## src/rtl/dbg_uart_pkg.sv

```systemverilog
// Shared types, ASCII constants and the nibble-to-hex-character helper.
package dbg_uart_pkg;

  typedef enum logic [2:0] {
    IDLE  = 3'd0,
    LOAD  = 3'd1,
    START = 3'd2,
    DATA  = 3'd3,
    STOP  = 3'd4
  } tx_state_e;

  localparam logic [7:0] ASCII_LF    = 8'h0A;
  localparam logic [7:0] ASCII_0     = 8'h30;
  localparam logic [7:0] ASCII_A_OFS = 8'h37;

  // 0..9 -> '0'..'9', 10..15 -> 'A'..'F'
  function automatic logic [7:0] nib2ascii(input logic [3:0] n);
    if (n < 4'd10) return ASCII_0 + {4'h0, n};
    else           return ASCII_A_OFS + {4'h0, n};
  endfunction

endpackage

```

## src/rtl/dbg_fifo.sv

```systemverilog
// Generic synchronous FIFO; head word is presented combinationally on rdata.
module dbg_fifo #(
  parameter int unsigned WIDTH = 16,
  parameter int unsigned DEPTH = 16
) (
  input  logic                       clk,
  input  logic                       rst_n,
  input  logic                       push,
  input  logic                       pop,
  input  logic [WIDTH-1:0]           wdata,
  output logic [WIDTH-1:0]           rdata,
  output logic                       full,
  output logic                       empty,
  output logic [$clog2(DEPTH):0]     count
);
  localparam int unsigned AW = $clog2(DEPTH);

  logic [WIDTH-1:0] mem_q [DEPTH];
  logic [AW-1:0]    wr_ptr_q, wr_ptr_d, rd_ptr_q, rd_ptr_d;
  logic [AW:0]      count_q, count_d;
  logic             do_push, do_pop;

  assign full  = (count_q == (AW+1)'(DEPTH));
  assign empty = (count_q == '0);
  assign count = count_q;
  assign rdata = mem_q[rd_ptr_q];

  // A push into a full FIFO is only taken when a pop frees a slot this cycle
  assign do_pop  = pop && !empty;
  assign do_push = push && (!full || do_pop);

  // Pointer and occupancy update; pointers wrap naturally at DEPTH
  always_comb begin
    wr_ptr_d = wr_ptr_q;
    rd_ptr_d = rd_ptr_q;
    count_d  = count_q;
    if (do_push) wr_ptr_d = wr_ptr_q + 1'b1;
    if (do_pop)  rd_ptr_d = rd_ptr_q + 1'b1;
    if (do_push && !do_pop)      count_d = count_q + 1'b1;
    else if (do_pop && !do_push) count_d = count_q - 1'b1;
  end

  // Pointer/count registers with synchronous reset
  always_ff @(posedge clk) begin
    if (!rst_n) begin
      wr_ptr_q <= '0;
      rd_ptr_q <= '0;
      count_q  <= '0;
    end else begin
      wr_ptr_q <= wr_ptr_d;
      rd_ptr_q <= rd_ptr_d;
      count_q  <= count_d;
    end
  end

  // Storage array; contents need no reset since count gates visibility
  always_ff @(posedge clk) begin
    if (do_push) mem_q[wr_ptr_q] <= wdata;
  end

endmodule

```

## src/rtl/dbg_uart_tx.sv

```systemverilog
// Debug word change detector + FIFO + hex/LF 8N1 UART serializer.
module dbg_uart_tx
  import dbg_uart_pkg::*;
#(
  parameter int unsigned CLK_DIV    = 868,
  parameter int unsigned FIFO_DEPTH = 16
) (
  input  logic        clk,
  input  logic        rst_n,
  input  logic [15:0] dbg_in,
  output logic        tx,
  output logic        busy,
  output logic        overflow
);
  localparam int unsigned CNT_W = $clog2(FIFO_DEPTH) + 1;
  localparam logic [15:0] BAUD_LAST = 16'(CLK_DIV - 1);

  tx_state_e   state_q, state_d;
  logic [15:0] last_q, last_d, word_q, word_d, baud_q, baud_d;
  logic [7:0]  byte_q, byte_d;
  logic [2:0]  char_idx_q, char_idx_d, bit_idx_q, bit_idx_d;
  logic        tx_q, tx_d, busy_q, busy_d, ovf_q, ovf_d;

  logic             chg, fifo_pop, fifo_full, fifo_empty, baud_end;
  logic [15:0]      fifo_rdata;
  logic [CNT_W-1:0] fifo_count;
  logic [3:0]       nib;

  assign chg      = (dbg_in != last_q);
  assign fifo_pop = (state_q == IDLE) && !fifo_empty;
  assign baud_end = (baud_q == BAUD_LAST);

  dbg_fifo #(.WIDTH(16), .DEPTH(FIFO_DEPTH)) u_fifo (
    .clk   (clk),
    .rst_n (rst_n),
    .push  (chg),
    .pop   (fifo_pop),
    .wdata (dbg_in),
    .rdata (fifo_rdata),
    .full  (fifo_full),
    .empty (fifo_empty),
    .count (fifo_count)
  );

  // Change tracking; a dropped push still updates last and latches overflow
  always_comb begin
    last_d = last_q;
    ovf_d  = ovf_q;
    if (chg) begin
      last_d = dbg_in;
      if (fifo_full && !fifo_pop) ovf_d = 1'b1;
    end
  end

  // Select the nibble for the current character, MS nibble first
  always_comb begin
    case (char_idx_q[1:0])
      2'd0:    nib = word_q[15:12];
      2'd1:    nib = word_q[11:8];
      2'd2:    nib = word_q[7:4];
      default: nib = word_q[3:0];
    endcase
  end

  // Transmit FSM; tx is derived from the current state and registered
  always_comb begin
    state_d    = state_q;
    word_d     = word_q;
    byte_d     = byte_q;
    char_idx_d = char_idx_q;
    bit_idx_d  = bit_idx_q;
    baud_d     = baud_q;
    tx_d       = 1'b1;
    case (state_q)
      IDLE: begin
        if (!fifo_empty) begin
          word_d     = fifo_rdata;
          char_idx_d = '0;
          state_d    = LOAD;
        end
      end
      LOAD: begin
        byte_d  = (char_idx_q == 3'd4) ? ASCII_LF : nib2ascii(nib);
        baud_d  = '0;
        state_d = START;
      end
      START: begin
        tx_d = 1'b0;
        if (baud_end) begin
          baud_d    = '0;
          bit_idx_d = '0;
          state_d   = DATA;
        end else baud_d = baud_q + 16'd1;
      end
      DATA: begin
        tx_d = byte_q[bit_idx_q];
        if (baud_end) begin
          baud_d = '0;
          if (bit_idx_q == 3'd7) state_d = STOP;
          else bit_idx_d = bit_idx_q + 3'd1;
        end else baud_d = baud_q + 16'd1;
      end
      STOP: begin
        if (baud_end) begin
          baud_d = '0;
          if (char_idx_q == 3'd4) state_d = IDLE;
          else begin
            char_idx_d = char_idx_q + 3'd1;
            state_d    = LOAD;
          end
        end else baud_d = baud_q + 16'd1;
      end
      default: state_d = IDLE;
    endcase
    busy_d = (state_q != IDLE) || (fifo_count != '0);
  end

  // State and output registers with synchronous active-low reset
  always_ff @(posedge clk) begin
    if (!rst_n) begin
      state_q    <= IDLE;
      last_q     <= '0;
      word_q     <= '0;
      byte_q     <= '0;
      char_idx_q <= '0;
      bit_idx_q  <= '0;
      baud_q     <= '0;
      tx_q       <= 1'b1;
      busy_q     <= 1'b0;
      ovf_q      <= 1'b0;
    end else begin
      state_q    <= state_d;
      last_q     <= last_d;
      word_q     <= word_d;
      byte_q     <= byte_d;
      char_idx_q <= char_idx_d;
      bit_idx_q  <= bit_idx_d;
      baud_q     <= baud_d;
      tx_q       <= tx_d;
      busy_q     <= busy_d;
      ovf_q      <= ovf_d;
    end
  end

  assign tx       = tx_q;
  assign busy     = busy_q;
  assign overflow = ovf_q;

endmodule

```

## config.mk

```make
export PLATFORM = sky130hd
export DESIGN_NAME = dbg_uart_tx
export DESIGN_NICKNAME = d
export VERILOG_FILES = /design/src/rtl/dbg_uart_pkg.sv /design/src/rtl/dbg_fifo.sv /design/src/rtl/dbg_uart_tx.sv
export SDC_FILE = /design/constraint.sdc
export NUM_CORES = 1
export LEC_CHECK = 0
export ABC_AREA = 1
export CAP_MARGIN = 20
export CORE_UTILIZATION = 55
export CTS_CLUSTER_DIAMETER = 60
export DETAILED_ROUTE_END_ITERATION = 7
export PLACE_DENSITY = 0.73
export SETUP_SLACK_MARGIN = 0.02
export SYNTH_ARGS = -nofsm -noshare
export SYNTH_HDL_FRONTEND = slang
export SYNTH_SLANG_ARGS = --single-unit
```

## constraint.sdc

```tcl
create_clock -name clk -period 3.1 [get_ports clk]
set_clock_uncertainty 0.1 [all_clocks]
set_input_delay 0.465 -clock clk [delete_from_list [all_inputs] [get_ports clk]]
set_output_delay 0.465 -clock clk [all_outputs]
set_load 0.005 [all_outputs]
```

==> impl_metrics.yaml <==
outcome:
  status: "completed"
placement:
  port_buffers: 20
  dp_slack_ps: -372
  gp_congestion: 0.890
  dp.final_hpwl_mm: 20.9
sta:
  finalCritPeriodShare: 0.911
  fin_ws_ps: 277
  hold_slack_ps: 124
  slew_violations: 0
  slew_headroom: 0.275
  worst-slew-pin-transition_ps: 1090
  post-route-min-period_ps: 2820
  finalHoldViolCount: 0
  setup_violations: 0
  tns_ps: 0
  rsz0062_at_grt: "false"
  max_freq_mhz: 354
routing:
  dr.pass1.iters: 7
  drc_errors: 0
  wl_mm: 34.0
  via_per_inst: 5.64
  vias: 10300
  wire_per_inst_um: 18.7
  initialDrtViolationCount: 1146
  ant_nets: 0
die:
  io_pins: 21
  initial_core_util: 0.564
  core_um2: 25400
  rows: 58
  die_w_um: 163
  die-area_um2: 26700
  die_y_um: 163
cells_and_area:
  final_nets: 1501
  syn_to_final_growth_pct: 16.2
  drive_above_1_share: 0.119
  multi_input_area_um2: 4330
  fin_util: 0.655
  seqCellArea_um2: 9300
  fillers: 1928
  num_antenna_cells: 0
power_and_ir_drop:
  ir_worst_vdd_mv: 0.533
  power_density_nw_per_um2: 855
  leakage_nw: 6.33
global_route:
  grt_max_degree: 131
  grt_remaining_overflow: 0
  grt_pass1_vias: 9873
  grt_first_pass_wirelength_mm: 53.2
  track_usage: 0.264
  antenna_found_initial: 0
critical_path:
  r2r-start: "state_q[0]"
  critical_path.slowest_cell: "clkdlybuf4s50_1"
  cp-startpoint: "dbg_in[13]"
  rrSetupSlack_ps: 300
  critPathMaxFanout: 3
  worstPathRequired_ps: 3440
  critPathArrivalTime_ps: 3170
  crit_chain: "clkdlybuf4s50_1 > xor2_1 > buf_4 > nor2_1 > nand2_1 > nor2_1 > nand2_2 > nand2_1 > inv_2 > ha_2 > inv_1 > buf_4 > fa_1 > a21o_1 > a21oi_2 > nor2_1 > nor2_1 > nand2_1 > nand2_1 > nand2_1 > nor2_1"
  end_kind: "flip-flop"
  reg2reg_to: "u_fifo.count[4]"
  crit_path_end: "u_fifo.count[4]"
  critPathLaunchType: "input port"
  crit_type: "in2reg"
  reg2regPathDepth: 19
  critical_path.max_stage_delay_ps: 490
worst_hold_path:
  hold_class: "in2reg"
clocking:
  post_cts_buffers: 0
  root_buffer: "clkbuf_16"
  clk_path_buf_depth: 3
  htreeDepth: 2
  cts_buffers: 37
  numClockSinks: 336
  cts_hold_buf: 0
  cts_tree: "built"
  worstSkewPairLatency_ps: 520
  clk_pin_slew_ps: 60
yosys:
  synth.avg_cell_area_um2: 10.3
  synthFlopType: "edfxtp_1"
  ys_types: 41
  yosysSeqAreaShare: 0.648
  syn_area_um2: 14300
  ys_async_sr_fraction: 0
  synth_edf_count: 256
  ys_ff_latch: 336
  synth_nets: 1435
  syn_inst: 1398
  ys_warn_count: 0
run:
  cap_violations: 0
-- cell usage in the layout (no fill, tap or decap), types with 12 or more instances in the layout --
master           synthesis  layout
buf_12                   0      12
inv_1                  111     111
dfxtp_1                 80      78
nand3_1                 75      75
nor2_2                   1      17
nand2_1                161     160
ha_1                    18      17
o21ai_0                149     149
o211ai_1                64      64
a21oi_1                 43      42
clkbuf_16                0      39
clkdlybuf4s50_1          0      19
edfxtp_1               256     256
buf_4                    5      59
nor2_1                 306     290
-- layer usage --
layer | vias to the layer above | track usage | part of all wire
met5 | - | 0 | 0
li1 | 4926 | - | -
met1 | 4909 | 0.345 | 0.41
met3 | 87 | 0.0434 | 0.070
met2 | 361 | 0.444 | 0.49
met4 | 0 | 0.0947 | 0.029
-- power by group --
group / leakage [nW] / internal (W) / switching, W
logic: 2.73 / 0.00142 / 0.00279
clock network: 0.614 / 0.00271 / 0.00173
registers: 2.98 / 0.00531 / 0.000273
-- per-stage QoR --
| step | area (um^2) | power, W | std cells |
|---|---|---|---|
| finish | 16600 | 0.0142 | 1823 |
| global route | 16600 | 0.0150 | 1823 |
| CTS | 16600 | 0.0142 | 1822 |
| detailed placement | 15400 | 0.00980 | 1754 |
| global placement | 15400 | 0.00966 | 1754 |
| floorplan | 14300 | 0.00850 | 1398 |
-- worst max-delay path: cells and delay by family --
kind	cells	cell delay, ps
buffers and inverters	5	910
and+or+nand+nor	11	730
adders and majority gates	2	580
AOI/OAI and AO/OA	2	330
xor gates and xnor gates	1	150
-- kinds of logic after synthesis --
| family | count (synthesis) | share of synthesized area |
|---|---|---|
| xor gates and xnor gates | 11 | 0.00672 |
| buffers and inverters | 185 | 0.0529 |
| AOI/OAI and AO/OA | 269 | 0.107 |
| DFF | 336 | 0.648 |
| and+or+nand+nor | 578 | 0.168 |
| adders and majority gates | 19 | 0.0171 |
-- synth_stat cells (all sizes together) (10+ instances only) --
| library cell | n | area, um^2 |
|---|---|---|
| nor2 | 309 | 1180 |
| edfxtp | 256 | 7690 |
| nand2 | 168 | 653 |
| o21ai | 153 | 766 |
| inv | 119 | 447 |
| dfxtp | 80 | 1600 |
| nand3 | 79 | 423 |
| o211ai | 64 | 480 |
| a21oi | 43 | 215 |
| clkbuf | 38 | 145 |
| buf | 27 | 163 |
| ha | 18 | 225 |
| nor3 | 10 | 70.1 |
-- area by class of cell --
class	count	area share
clock inverter	17	0.0113
clock buffer	51	0.0631
tap	330	0.0248
multi-input combinational	877	0.260
timing repair buffer	92	0.0549
inverter	120	0.0271
sequential	336	0.558
-- flip-flops by register name (all words and copies together) (netlist names) --
signal,count
baud_q,16
bit_idx_q,3
busy,1
byte_q,7
char_idx_q,3
last_q,16
overflow,1
state_q,3
tx,1
u_fifo.count,5
u_fifo.mem_q,256
u_fifo.rd_ptr_q,4
u_fifo.wr_ptr_q,4
word_q,16
-- worst min-delay path by stage --
stage | start | to | slack (ps) | cells after the start
finish | dbg_in[3] | last_q[3] | 120 | 3
global route | dbg_in[3] | last_q[3] | 150 | 3
CTS | char_idx_q[2] | char_idx_q[2] | 370 | 2
detailed placement | char_idx_q[2] | char_idx_q[2] | 360 | 2
global placement | char_idx_q[2] | char_idx_q[2] | 340 | 2
floorplan | char_idx_q[2] | char_idx_q[2] | 330 | 2
-- what timing repair did --
item | 4_1_cts | 5_1_grt
resized for setup | 0 | 4
endpoints found under the hold margin | 0 | 0
setup endpoints to repair | 0 | 2
(Power assumes the default switching activity.)
